==> src/rtl/prv32_alu_issue.sv <==
// ID->EX issue stage: decodes RV32I ALU-class instructions into ALU operands/function code
// and registers them through a main entry plus a one-entry skid buffer.
module prv32_alu_issue #(
    parameter int unsigned XLEN           = 32,
    parameter bit          ILLEGAL_AS_NOP = 1'b1
) (
    input  logic            clk,
    input  logic            rst,
    input  logic            flush,
    input  logic            in_valid,
    output logic            in_ready,
    input  logic [31:0]     inst,
    input  logic [XLEN-1:0] pc,
    input  logic [XLEN-1:0] rs1_data,
    input  logic [XLEN-1:0] rs2_data,
    output logic            out_valid,
    input  logic            out_ready,
    output logic [XLEN-1:0] alu_a,
    output logic [XLEN-1:0] alu_b,
    output logic [4:0]      alu_shamt,
    output logic [3:0]      alu_fn,
    output logic [4:0]      rd,
    output logic            rd_we,
    output logic            illegal
);

    typedef struct packed {
        logic [XLEN-1:0] a;
        logic [XLEN-1:0] b;
        logic [4:0]      shamt;
        logic [3:0]      fn;
        logic [4:0]      rd;
        logic            rd_we;
        logic            illegal;
    } entry_t;

    localparam logic [6:0] OpcOp    = 7'b0110011;
    localparam logic [6:0] OpcOpImm = 7'b0010011;
    localparam logic [6:0] OpcLui   = 7'b0110111;
    localparam logic [6:0] OpcAuipc = 7'b0010111;

    entry_t     w_dec;
    logic [2:0] w_f3;
    logic [6:0] w_f7;
    logic       w_alt;
    logic [3:0] w_fn;
    logic       w_accept;
    logic       w_keep;
    logic       w_emit;

    entry_t     r_main;
    entry_t     r_skid;
    logic       r_main_valid;
    logic       r_skid_valid;

    assign w_f3 = inst[14:12];
    assign w_f7 = inst[31:25];

    // inst[30] selects SUB/SRA; for ADDI it is just an immediate bit.
    always_comb begin
        w_alt = inst[30] && !((inst[6:0] == OpcOpImm) && (w_f3 == 3'b000));
        unique case (w_f3)
            3'b000:  w_fn = w_alt ? 4'b0001 : 4'b0000;
            3'b001:  w_fn = 4'b1001;
            3'b010:  w_fn = 4'b1101;
            3'b011:  w_fn = 4'b1111;
            3'b100:  w_fn = 4'b0111;
            3'b101:  w_fn = w_alt ? 4'b1010 : 4'b1000;
            3'b110:  w_fn = 4'b0100;
            default: w_fn = 4'b0101;
        endcase
    end

    always_comb begin
        w_dec         = '0;
        w_dec.rd      = inst[11:7];
        w_dec.illegal = 1'b0;
        case (inst[6:0])
            OpcOp: begin
                w_dec.a       = rs1_data;
                w_dec.b       = rs2_data;
                w_dec.shamt   = rs2_data[4:0];
                w_dec.fn      = w_fn;
                w_dec.illegal = !((w_f7 == 7'h00) ||
                                  ((w_f7 == 7'h20) && ((w_f3 == 3'b000) || (w_f3 == 3'b101))));
            end
            OpcOpImm: begin
                w_dec.a       = rs1_data;
                w_dec.b       = {{(XLEN-12){inst[31]}}, inst[31:20]};
                w_dec.shamt   = inst[24:20];
                w_dec.fn      = w_fn;
                w_dec.illegal = ((w_f3 == 3'b001) && (w_f7 != 7'h00)) ||
                                ((w_f3 == 3'b101) && (w_f7 != 7'h00) && (w_f7 != 7'h20));
            end
            OpcLui: begin
                w_dec.b  = {inst[31:12], 12'b0};
                w_dec.fn = 4'b0011;
            end
            OpcAuipc: begin
                w_dec.a  = pc;
                w_dec.b  = {inst[31:12], 12'b0};
                w_dec.fn = 4'b0000;
            end
            default: w_dec.illegal = 1'b1;
        endcase
        if (w_dec.illegal) begin
            w_dec.a     = '0;
            w_dec.b     = '0;
            w_dec.shamt = '0;
            w_dec.fn    = '0;
            w_dec.rd_we = 1'b0;
        end else begin
            w_dec.rd_we = (inst[11:7] != 5'd0);
        end
    end

    assign in_ready = !r_skid_valid;
    assign w_accept = in_valid && in_ready && !flush;
    assign w_keep   = w_accept && (ILLEGAL_AS_NOP || !w_dec.illegal);
    assign w_emit   = r_main_valid && out_ready;

    always_ff @(posedge clk or negedge rst) begin
        if (!rst) begin
            r_main       <= '0;
            r_skid       <= '0;
            r_main_valid <= 1'b0;
            r_skid_valid <= 1'b0;
        end else if (flush) begin
            r_main_valid <= 1'b0;
            r_skid_valid <= 1'b0;
        end else if (!r_main_valid || w_emit) begin
            // A full skid blocks in_ready, so no new entry competes with it here.
            if (r_skid_valid) begin
                r_main       <= r_skid;
                r_main_valid <= 1'b1;
                r_skid_valid <= 1'b0;
            end else begin
                r_main_valid <= w_keep;
                if (w_keep) begin
                    r_main <= w_dec;
                end
            end
        end else if (w_keep) begin
            r_skid       <= w_dec;
            r_skid_valid <= 1'b1;
        end
    end

    assign out_valid = r_main_valid;
    assign alu_a     = r_main.a;
    assign alu_b     = r_main.b;
    assign alu_shamt = r_main.shamt;
    assign alu_fn    = r_main.fn;
    assign rd        = r_main.rd;
    assign rd_we     = r_main.rd_we;
    assign illegal   = r_main.illegal;

endmodule

==> config.mk <==
export PLATFORM = sky130hd
export DESIGN_NAME = prv32_alu_issue
export DESIGN_NICKNAME = d
export VERILOG_FILES = /design/src/rtl/prv32_alu_issue.sv
export SDC_FILE = /design/constraint.sdc
export NUM_CORES = 1
export LEC_CHECK = 0
export BUFFER_PORTS_ARGS = -buffer_cell sky130_fd_sc_hd__clkbuf_2
export CORE_ASPECT_RATIO = 1.25
export CORE_UTILIZATION = 53
export DETAILED_ROUTE_END_ITERATION = 7
export GPL_ROUTABILITY_DRIVEN = 0
export PLACE_DENSITY = 0.81
export SLEW_MARGIN = 15
export SYNTH_ARGS = -nofsm -noshare
export SYNTH_HDL_FRONTEND = slang
export SYNTH_SLANG_ARGS = --single-unit
==> constraint.sdc <==
create_clock -name clk -period 2.1 [get_ports clk]
set_input_delay 0 -clock clk [delete_from_list [all_inputs] [get_ports clk]]
set_output_delay 0 -clock clk [all_outputs]
set_load 0.01 [all_outputs]
### After elaboration in Yosys (flattened, before gate mapping)

Cells that the tools add are included.

* flip-flop bits (word level): 162

* equal/unequal tests: 12
* multiplexer cells: 18
* bitwise logic cells: 2
* reduce and logical (&&, ||, !) cells: 29

Operators with widths (number)
* 80-bit 2-to-1 mux: 2
* 32-bit one-hot mux with 3 select lines: 1
* 73-bit 2-to-1 mux: 1
* 32-bit one-hot mux with 2 select lines: 1
* 4-bit one-hot mux with 7 select lines: 1
* 7-bit by 6-bit == test with 1-bit output (second input constant): 3
* 7-bit by 5-bit == test with 1-bit output (second input constant): 2
* 5-bit one-hot mux with 2 select lines: 1
* 3-bit == test (second input constant): 3
* 1-bit logical AND: 9
* 1-bit 2-to-1 mux: 8
* 4-bit one-hot mux with 2 select lines: 1
* 7-bit zero test: 1
* 7-bit by 6-bit inequality test with 1-bit output (second input constant): 1
* 7-bit nonzero test: 1
* 3-bit by 2-bit == test with 1-bit output (second input constant): 2
* 3-bit AND reduction: 2
* 1-bit zero test: 5
* 5-bit nonzero test: 1
* 1-bit logical OR: 4
* 2-bit nonzero test: 2
* 2-bit OR reduction: 2
* 3-bit by 1-bit == test with 1-bit output (second input constant): 1
* 3-bit zero test: 1
* 4 further kinds: 5

### Longest topological paths before layout

Gate-level depths: netlist of run 1.

* depth in word-level cells: 10
* mapped depth: 8

### Least setup slack after synthesis of run 1

OpenSTA, ideal clock, no wires.

* kind: flip-flop to flip-flop
* from: reg r_main_valid, in the netlist out_valid
* to: reg r_skid[74] (netlist name)
* slack: 0.326 ns
* cell stages (with the launch flop): 9
* data required time: 1.966 ns
* arrival time: 1.640 ns
* path buffers: 3
* path through: dfrtp_1 nor2b_1 nand3b_1 nand2b_1 buf_2 buf_2 buf_1 nand2_1 o31ai_1

* cells in the longest elaborated chain, start to end: 4
* elaborated cells on any way between the ends: 5

Ends and longest elaborated chain
* start: declaration: line 53 `logic r_main_valid;`
* start signal: assignment: line 138 `r_main_valid <= w_keep;`
* 1-bit zero test or 1-bit logical AND (tied branches): line 131, 120
* 1-bit logical OR (*): line 131 `end else if (!r_main_valid || w_emit) begin`
* 1-bit inverter (no source line) (*)
* 3-bit AND reduction (no source line) (*)
* end signal: assignment: line 144 `r_skid <= w_dec;`
* end: declaration: line 52 `entry_t r_skid;`

Mark *: on every way between the ends. The rest lies on a longest branch, timed or not.
A chain may end at the register's enable or synchronous reset.

### Worst setup path after layout of run 1

* from: in inst[3]
* to: reg r_skid[31] (netlist name)

* cells in the longest elaborated chain, start to end: 4
* elaborated cells on any way between the ends: 8

Ends and longest elaborated chain
* start: declaration: line 12 `input logic [31:0] inst,`
* 7-bit by 5-bit == test with 1-bit output or 7-bit by 6-bit == test with 1-bit output (tied branches): line 78 `case (inst[6:0])`
* 2-bit OR reduction (no source line)
* 32-bit one-hot mux with 3 select lines or 1-bit one-hot mux with 3 select lines (tied branches): line 78
* 73-bit 2-to-1 mux (*): line 106 `if (w_dec.illegal) begin`

Marked as above.

==> flow_summary.rst, run 1 <==
.. list-table::
   :header-rows: 1

   * - Metric
     - Value
   * - Result of the run
     - finished clean
   * - Endpoint type of the worst setup path
     - register
   * - Die X-Extent
     - 111 microns
   * - CTS tree
     - built
   * - Total of warnings raised by yosys
     - 0
   * - Largest stage delay on the critical path
     - 790 ps
   * - Clock root buffer master
     - sky130_fd_sc_hd__clkbuf_16
   * - Avg WL per Cell
     - 18.1 microns
   * - Startpoint of the tightest hold check path
     - pc[4]
   * - Global-route wire length before repair
     - 38000 microns
   * - Tmin final
     - 2000 ps
   * - Cells traversed along the worst timing path
     - dlygate4sd3_1 > clkbuf_2 > or4b_1 > buf_4 > a21oi_1 > o21ai_0 > o31ai_1
   * - Pins Over Slew Limit
     - 0
   * - Final count of hold timing violations
     - 0
   * - Critical path startpoint category
     - input pin
   * - Ratio of cells with drive above 1 in the final layout
     - 26.6%
   * - Logic gate share of total power
     - between 10 and 15%
   * - Transition time of the tightest slew-check pin
     - 694 ps
   * - Power density over the cells
     - approximately 700 mW/mm^2
   * - Vias in the first global route
     - 7682
   * - Worst max-slew margin expressed relative to the limit
     - 52.6%
   * - Worst skew pair latency
     - 420 ps
   * - Post-route worst setup slack
     - between 90 and 100 ps
   * - Area taken by flip-flops and latches
     - between 0.004 and 0.005 sq mm
   * - Origin of the worst setup path
     - inst[3]
   * - Kind of critical path
     - in -> reg
   * - Layout filler cell count
     - around 1100
   * - Die ar.
     - 0.0153 sq mm
   * - Endpoint of the worst hold path
     - alu_a[4]
   * - End of the worst register-to-register path
     - r_skid[62]
   * - Largest net degree at the start of global routing
     - 66
   * - Setup repair after global routing missed its margin
     - false
   * - Internal power component
     - 5460 uW
   * - Detailed-route via count
     - 7692
   * - Area added between synthesis and finish
     - 31.8%
   * - Worst reg2reg path startpoint
     - out_valid
   * - Average instance area after synthesis
     - 9.15 sq um
   * - Die Y-Extent
     - 138 microns
   * - Post-Synthesis Cells
     - 858
   * - FF-to-FF setup slack
     - 280 ps
   * - Std-Cell Rows
     - 49
   * - DRC Markers
     - 0
   * - Sequential cell fraction of total power
     - 45.0%
   * - Switching power share of the total
     - 25.5%
   * - Mapped Nets
     - 991
   * - Worst reg2reg path depth
     - 5
   * - Post-layout util
     - 71.8%
   * - Footprint of the multi-input gates
     - 0.00347 sq mm
   * - Clock tree buffer depth
     - 2
   * - Final Net Count
     - 1235
   * - Largest fanout on the critical path
     - 15
   * - Upper clock frequency limit
     - about 500 MHz
   * - Global-route usage over all layers
     - 30.9%
   * - Worst setup slack after placement
     - 220 ps
   * - I/O pin total
     - 215
   * - Proportion of power drawn by the clock network
     - between 40 and 50%
   * - Initial Util
     - 54.5%
   * - First DRT Iteration DRCs
     - 586
   * - Post-Route Setup TNS
     - 0 ps
   * - Cell area after synthesis
     - 0.00785 sq mm
   * - Clock-pin slew reported for the worst setup and hold paths after clock tree synthesis
     - 60 ps
   * - Req. time, crit path
     - 2420 ps
   * - Clock buffers created by TritonCTS
     - 17
   * - WP data arrival
     - 2320 ps
   * - Final antenna diode count
     - 0
   * - Estimated wirelength of the detail-placed design
     - 15100 microns
   * - Clock tree skew after final layout
     - roughly 8 ps
   * - Final antenna-violating net count
     - 0
   * - Initial antenna violation count
     - 0
   * - Worst Hold Depth
     - 4
   * - Final wirelength
     - 23400 microns
   * - Placeable core region
     - 0.0144 sq mm
   * - Leakage Power
     - 0.00511 uW
   * - Via density per instance
     - 5.95
   * - Max-cap check violation count
     - 0
   * - Final setup violation count
     - 0
   * - Worst min-delay path category
     - in -> reg
   * - Net switching component of the power
     - between 1500 and 2000 uW
   * - Post-synthesis register bit count
     - 162
   * - Detailed Routing Iterations Pass 1
     - 5
   * - Seq/Total Area, Yosys
     - 51.7%
   * - Ratio of final minimum period to clock period
     - 95.3%
   * - Most common cell after layout, fill and taps aside
     - sky130_fd_sc_hd__clkbuf_2
   * - Number of sinks handled by clock tree synthesis
     - between 150 and 200
   * - Aggregate global routing overflow
     - 0
   * - Peak VDD IR
     - 0.000545 V
   * - Yosys cell types
     - 44
   * - Standard cell with the maximum stage delay on the critical path
     - sky130_fd_sc_hd__or4b_1
   * - Leading cell types in the layout, fill and taps excluded
     - sky130_fd_sc_hd__clkbuf_2, sky130_fd_sc_hd__dfrtp_1, sky130_fd_sc_hd__nand2_1, sky130_fd_sc_hd__a21oi_1, sky130_fd_sc_hd__dlygate4sd3_1
   * - Port Buffers
     - 214
   * - # H-tree levels
     - 4
[per-stage QoR]
stage | hold WS [ps] | cell area, sq um | cells | total power, uW
3_5_place_dp | 33.0 | 9160 | 1203 | 4180
4_1_cts | 0.527 | 10300 | 1293 | 7350
5_1_grt | 27.4 | 10300 | 1293 | 7580
2_1_floorplan | -296 | 7850 | 858 | 3750
3_3_place_gp | 28.1 | 9160 | 1203 | 4160
6_report | 0.327 | 10300 | 1293 | 7330
[cells in the mapped netlist]
| cell type | count | area, sq um |
|---|---|---|
| sky130_fd_sc_hd__dfrtp_1 | 162 | 4050 |
| sky130_fd_sc_hd__nand2_1 | 135 | 507 |
| sky130_fd_sc_hd__a21oi_1 | 125 | 626 |
| sky130_fd_sc_hd__clkbuf_1 | 59 | 221 |
| sky130_fd_sc_hd__and3_1 | 57 | 357 |
| sky130_fd_sc_hd__o31ai_1 | 56 | 420 |
| sky130_fd_sc_hd__o21ai_1 | 52 | 260 |
| sky130_fd_sc_hd__nor2_1 | 35 | 131 |
| sky130_fd_sc_hd__a22o_1 | 33 | 289 |
| sky130_fd_sc_hd__o21ai_0 | 32 | 160 |
| sky130_fd_sc_hd__buf_2 | 17 | 85.1 |
| sky130_fd_sc_hd__mux2i_1 | 16 | 160 |
| sky130_fd_sc_hd__nand3_1 | 14 | 70.1 |
| sky130_fd_sc_hd__nor3_1 | 7 | 35.0 |
| sky130_fd_sc_hd__a32oi_1 | 6 | 52.6 |
| sky130_fd_sc_hd__buf_1 | 6 | 22.5 |
| sky130_fd_sc_hd__a32o_1 | 5 | 50.1 |
| sky130_fd_sc_hd__inv_1 | 5 | 18.8 |
| sky130_fd_sc_hd__nand2b_1 | 3 | 18.8 |
| sky130_fd_sc_hd__nor2b_1 | 3 | 18.8 |
| sky130_fd_sc_hd__a21o_1 | 2 | 15.0 |
| sky130_fd_sc_hd__nand3b_1 | 2 | 15.0 |
| sky130_fd_sc_hd__nor4_1 | 2 | 12.5 |
| sky130_fd_sc_hd__o211ai_1 | 2 | 15.0 |
| sky130_fd_sc_hd__or3_1 | 2 | 12.5 |
| sky130_fd_sc_hd__xor2_1 | 2 | 17.5 |
| sky130_fd_sc_hd__a2111oi_0 | 1 | 8.76 |
| sky130_fd_sc_hd__a221oi_1 | 1 | 8.76 |
| sky130_fd_sc_hd__a22oi_1 | 1 | 7.51 |
| sky130_fd_sc_hd__a2bb2oi_1 | 1 | 8.76 |
| sky130_fd_sc_hd__a311oi_2 | 1 | 15.0 |
| sky130_fd_sc_hd__mux2_2 | 1 | 11.3 |
| sky130_fd_sc_hd__nand3_2 | 1 | 10.0 |
| sky130_fd_sc_hd__nor2_4 | 1 | 11.3 |
| sky130_fd_sc_hd__nor3_2 | 1 | 10.0 |
| sky130_fd_sc_hd__nor4_4 | 1 | 21.3 |
| sky130_fd_sc_hd__nor4b_2 | 1 | 15.0 |
| sky130_fd_sc_hd__o21a_1 | 1 | 7.51 |
| sky130_fd_sc_hd__o221a_1 | 1 | 11.3 |
| sky130_fd_sc_hd__o221ai_2 | 1 | 15.0 |
| sky130_fd_sc_hd__o22ai_2 | 1 | 12.5 |
| sky130_fd_sc_hd__or4_1 | 1 | 7.51 |
| sky130_fd_sc_hd__or4_4 | 1 | 11.3 |
| sky130_fd_sc_hd__or4b_1 | 1 | 10.0 |
[cell families after synthesis]
logic type      Yosys count  share of synthesized area (%)
xor+xnor                  2                          0.223
buf+inv                  87                           4.43
simple gates            268                           16.2
compound gates          322                           25.3
mux                      17                           2.18
flops                   162                           51.7
[flip-flops by register name, indices dropped and copies added, names as in the netlist]
register and count:
alu_a 32, alu_shamt 5, alu_b 32, alu_fn 4, out_valid 1, rd 5, illegal 1, r_skid 80
r_skid_valid 1, rd_we 1
[layer usage]
| metal | track usage [%] | routed length, microns | share of wire (%) | vias up |
|---|---|---|---|---|
| met1 | 38.3 | 9420 | 40 | 3718 |
| li1 | - | - | - | 3585 |
| met4 | 13.7 | 754 | 3.2 | 0 |
| met5 | 0 | 0 | 0 | - |
| met3 | 5.00 | 1400 | 6.0 | 57 |
| met2 | 53.4 | 11900 | 51 | 332 |
[power groups by stage]
stage / logic (uW) / registers, uW / clock network, uW
after floorplan: 373 / 3380 / 0
after global placement: 811 / 3350 / 0
after detailed placement: 825 / 3350 / 0
after CTS: 920 / 3300 / 3140
after global routing: 1020 / 3310 / 3260
final: 930 / 3300 / 3110
[critical path: cells and delay by family]
family                 cells  cell delay (ps)
AO/OA/AOI/OAI              3              540
buffers and inverters      3              980
AND/OR/NAND/NOR            1              790
[what timing repair did]
action	in CTS	in global routing
hold endpoints to repair	110	0
resized for setup	0	0
setup buffers	0	0
hold buffers	58	0
[layout make-up]
type / count / share of cell area (%)
multi-input cells: 609 / 33.6
well taps: 178 / 2.15
repair buffers: 307 / 19.1
clock inverters: 9 / 0.919
flip-flops and latches: 162 / 39.2
clock buffers: 23 / 4.91
inverters: 5 / 0.181
[worst max-delay path by stage]
stage                       to  slack (ps)  cells past startpoint
floorplan           r_skid[74]         330                      8
global placement      alu_b[2]         350                      7
detailed placement  r_skid[31]         220                      7
CTS                 r_skid[31]         100                      7
global route        r_skid[28]          10                      7
finish              r_skid[31]         100                      7
Power figures use the tool's default switching activity.
==> inputs of run 2 (changes only) <==
--- a/config.mk
+++ b/config.mk
@@ -12,4 +12,5 @@
 export GPL_ROUTABILITY_DRIVEN = 0
 export PLACE_DENSITY = 0.81
+export REMOVE_ABC_BUFFERS = 1
 export SLEW_MARGIN = 15
 export SYNTH_ARGS = -nofsm -noshare
==> constraint.sdc (replaced) <==
create_clock -name clk -period 2.1 [get_ports clk]
set_input_delay 0.21 -clock clk [delete_from_list [all_inputs] [get_ports clk]]
set_output_delay 0.21 -clock clk [all_outputs]
set_load 0.01 [all_outputs]
==> run 2 against run 1 <==
Compared with the run above: final cell count down 4.7%; register-to-register slack got worse by 30 ps; clock power decreased by 6%; critical endpoint is now alu_b[7]; largest power group unchanged.
==> flow_summary.rst, run 2 (synthesized netlist as in run 1, its figures left out) <==
.. list-table::
   :header-rows: 1

   * - Metric
     - Value
   * - Result of the run
     - finished clean
   * - Worst min-delay path category
     - in -> reg
   * - Upper clock frequency limit
     - 541 MHz (+8.2%)
   * - CP Buf/Inv Count
     - 1 (-2)
   * - Initial antenna violation count
     - 0 (unchanged)
   * - Number of sinks handled by clock tree synthesis
     - 162 (unchanged)
   * - Detailed Routing Iterations Pass 1
     - 5 (unchanged)
   * - Post-Route Setup TNS
     - 0 ps (unchanged)
   * - Final antenna-violating net count
     - 0 (unchanged)
   * - Estimated wirelength of the detail-placed design
     - 13900 microns (-7.7%)
   * - Kind of critical path
     - reg -> reg
   * - Clock buffers created by TritonCTS
     - 17 (unchanged)
   * - Clock tree buffer depth
     - 2 (unchanged)
   * - Final count of hold timing violations
     - 0 (unchanged)
   * - Cell family contributing the most delay on the critical path
     - simple AND/OR/NAND/NOR gates
   * - Clock root buffer master
     - sky130_fd_sc_hd__clkbuf_16
   * - Standard cell with the maximum stage delay on the critical path
     - sky130_fd_sc_hd__or3_2
   * - Transition time of the tightest slew-check pin
     - 618 ps (-75.8 ps)
   * - Largest fanout on the critical path
     - 50 (+35)
   * - Most common cell after layout, fill and taps aside
     - sky130_fd_sc_hd__clkbuf_2
   * - # H-tree levels
     - 4 (unchanged)
   * - Final setup violation count
     - 0 (unchanged)
   * - Clock-pin slew reported for the worst setup and hold paths after clock tree synthesis
     - 70 ps (about the same)
   * - Total power after layout
     - 7050 uW (-3.8%)
   * - I/O pin total
     - 215 (unchanged)
   * - Die X-Extent
     - 111 microns (unchanged)
   * - Global-route wire length before repair
     - 35100 microns (-7.7%)
   * - Final Net Count
     - 1174 (-4.9%)
   * - Hold WS
     - 24.2 ps (+23.9 ps)
   * - Via density per instance
     - 5.93 (-0.32%)
   * - Die Y-Extent
     - 138 microns (unchanged)
   * - Leading cell types in the layout, fill and taps excluded
     - sky130_fd_sc_hd__clkbuf_2, sky130_fd_sc_hd__dfrtp_1, sky130_fd_sc_hd__nand2_1, sky130_fd_sc_hd__a21oi_1, sky130_fd_sc_hd__and3_1
   * - Ratio of final minimum period to clock period
     - 88.1% (-7.2 points)
   * - Most flops, register
     - r_skid
   * - Power density over the cells
     - 722 mW/mm^2 (+1.9%)
   * - Global-route usage over all layers
     - 28.3% (-2.6 points)
   * - First DRT Iteration DRCs
     - 542 (-7.5%)
   * - Final wirelength
     - 21300 microns (-9.3%)
   * - Ratio of cells with drive above 1 in the final layout
     - 27.8% (+1.2 points)
   * - Final antenna diode count
     - 0 (unchanged)
   * - Worst max-slew margin expressed relative to the limit
     - 58.8% (+6.3 points)
   * - Largest net degree at the start of global routing
     - 69 (+4.5%)
   * - Largest register FFs
     - 80 (unchanged)
   * - Placeable core region
     - 0.0144 sq mm (unchanged)
   * - WP data arrival
     - 2140 ps (-180 ps)
   * - CTS tree
     - built
   * - Worst skew pair latency
     - 410 ps (about the same)
   * - Port Buffers
     - 214 (unchanged)
   * - Total of cells resized after clock tree synthesis
     - 0 (unchanged)
   * - Req. time, crit path
     - 2390 ps (-30 ps)
   * - Placed instance area
     - 0.00919 sq mm (+0.38%)
   * - Cell count after placement
     - 1199 (-0.33%)
   * - DRC Markers
     - 0 (unchanged)
   * - Tmin final
     - 1850 ps (-152 ps)
   * - Initial Util
     - 54.5% (unchanged)
   * - Final std cell area, no fill
     - 0.00976 sq mm (-5.6%)
   * - Clock tree skew after final layout
     - 9.04 ps (+1.05 ps)
   * - Avg WL per Cell
     - 17.3 microns (-4.8%)
   * - Critical path startpoint category
     - register
   * - Vias in the first global route
     - 7130 (-7.2%)
   * - Setup repair after global routing missed its margin
     - false
   * - Area added between synthesis and finish
     - 24.4%
   * - Leakage Power
     - 0.00486 uW (-5.0%)
   * - Pins Over Slew Limit
     - 0 (unchanged)
   * - Detailed-route via count
     - 7306 (-5.0%)
   * - Aggregate global routing overflow
     - 0 (unchanged)
   * - Peak VDD IR
     - 0.000486 V (-11%)
   * - Cells traversed along the worst timing path
     - nor2b_1 > or3_2 > buf_4 > a21oi_1 > o21ai_0
   * - Die ar.
     - 0.0153 sq mm (unchanged)
   * - Non-filler cells in the finished layout
     - 1232 (-4.7%)
   * - Std-Cell Rows
     - 49 (unchanged)
   * - Endpoint type of the worst setup path
     - register
   * - Max-cap check violation count
     - 0 (unchanged)
   * - Largest stage delay on the critical path
     - 440 ps (-350 ps)
-- run 2: final timing paths --
path	start	end	cells past startpoint	slack [ps]
setup / recovery	out_valid	alu_b[7]	5	250
setup reg to reg	out_valid	alu_b[7]	5	250
max in group asynchronous	rst	r_skid[72]	3	1190
hold / removal	inst[10]	r_skid[5]	3	20
min in group asynchronous	rst	rd[3]	2	240
hold reg to reg	r_skid[66]	r_skid[66]	2	470
-- run 2: final cells by class --
class,instances,area (sq um)
fillers,1199,4640
flip-flops and latches,162,4060
multi-input cells,609,3470
repair buffers,246,1430
clock buffers,19,443
well taps,178,223
clock inverters,13,118
inverters,5,18.8
-- run 2: per-layer routing --
metal  global-route usage (%)  up-vias  part of all wire, %
met4                     9.26        0                  1.8
met1                     37.2     3487                   42
li1                         -     3458                    -
met2                     47.2      331                   49
met5                        0        -                    0
met3                     5.61       30                  7.1
-- run 2: timing repair --
action,CTS,global route
hold endpoints to repair,31,0
setup buffers,0,0
endpoints found under the setup margin,0,0
hold buffers,1,0
-- run 2: stage by stage --
stage,utilization (%),worst slack (ps)
CTS,67.8,276
floorplan,-,-3050
detailed placement,63.8,188
global placement,63.8,222
global route,67.8,102
finish,67.8,250
-- run 2: worst min-delay path, stage by stage --
cell,delay [ps]
sky130_fd_sc_hd__clkbuf_2,100
sky130_fd_sc_hd__nand2_1,50
sky130_fd_sc_hd__nand2_1,50
-- run 2: report_power, final --
part | switching (uW) | total [uW] | internal [uW]
combinational | 503 | 826 | 323
clock | 1340 | 2930 | 1590
sequential | 60.6 | 3290 | 3230
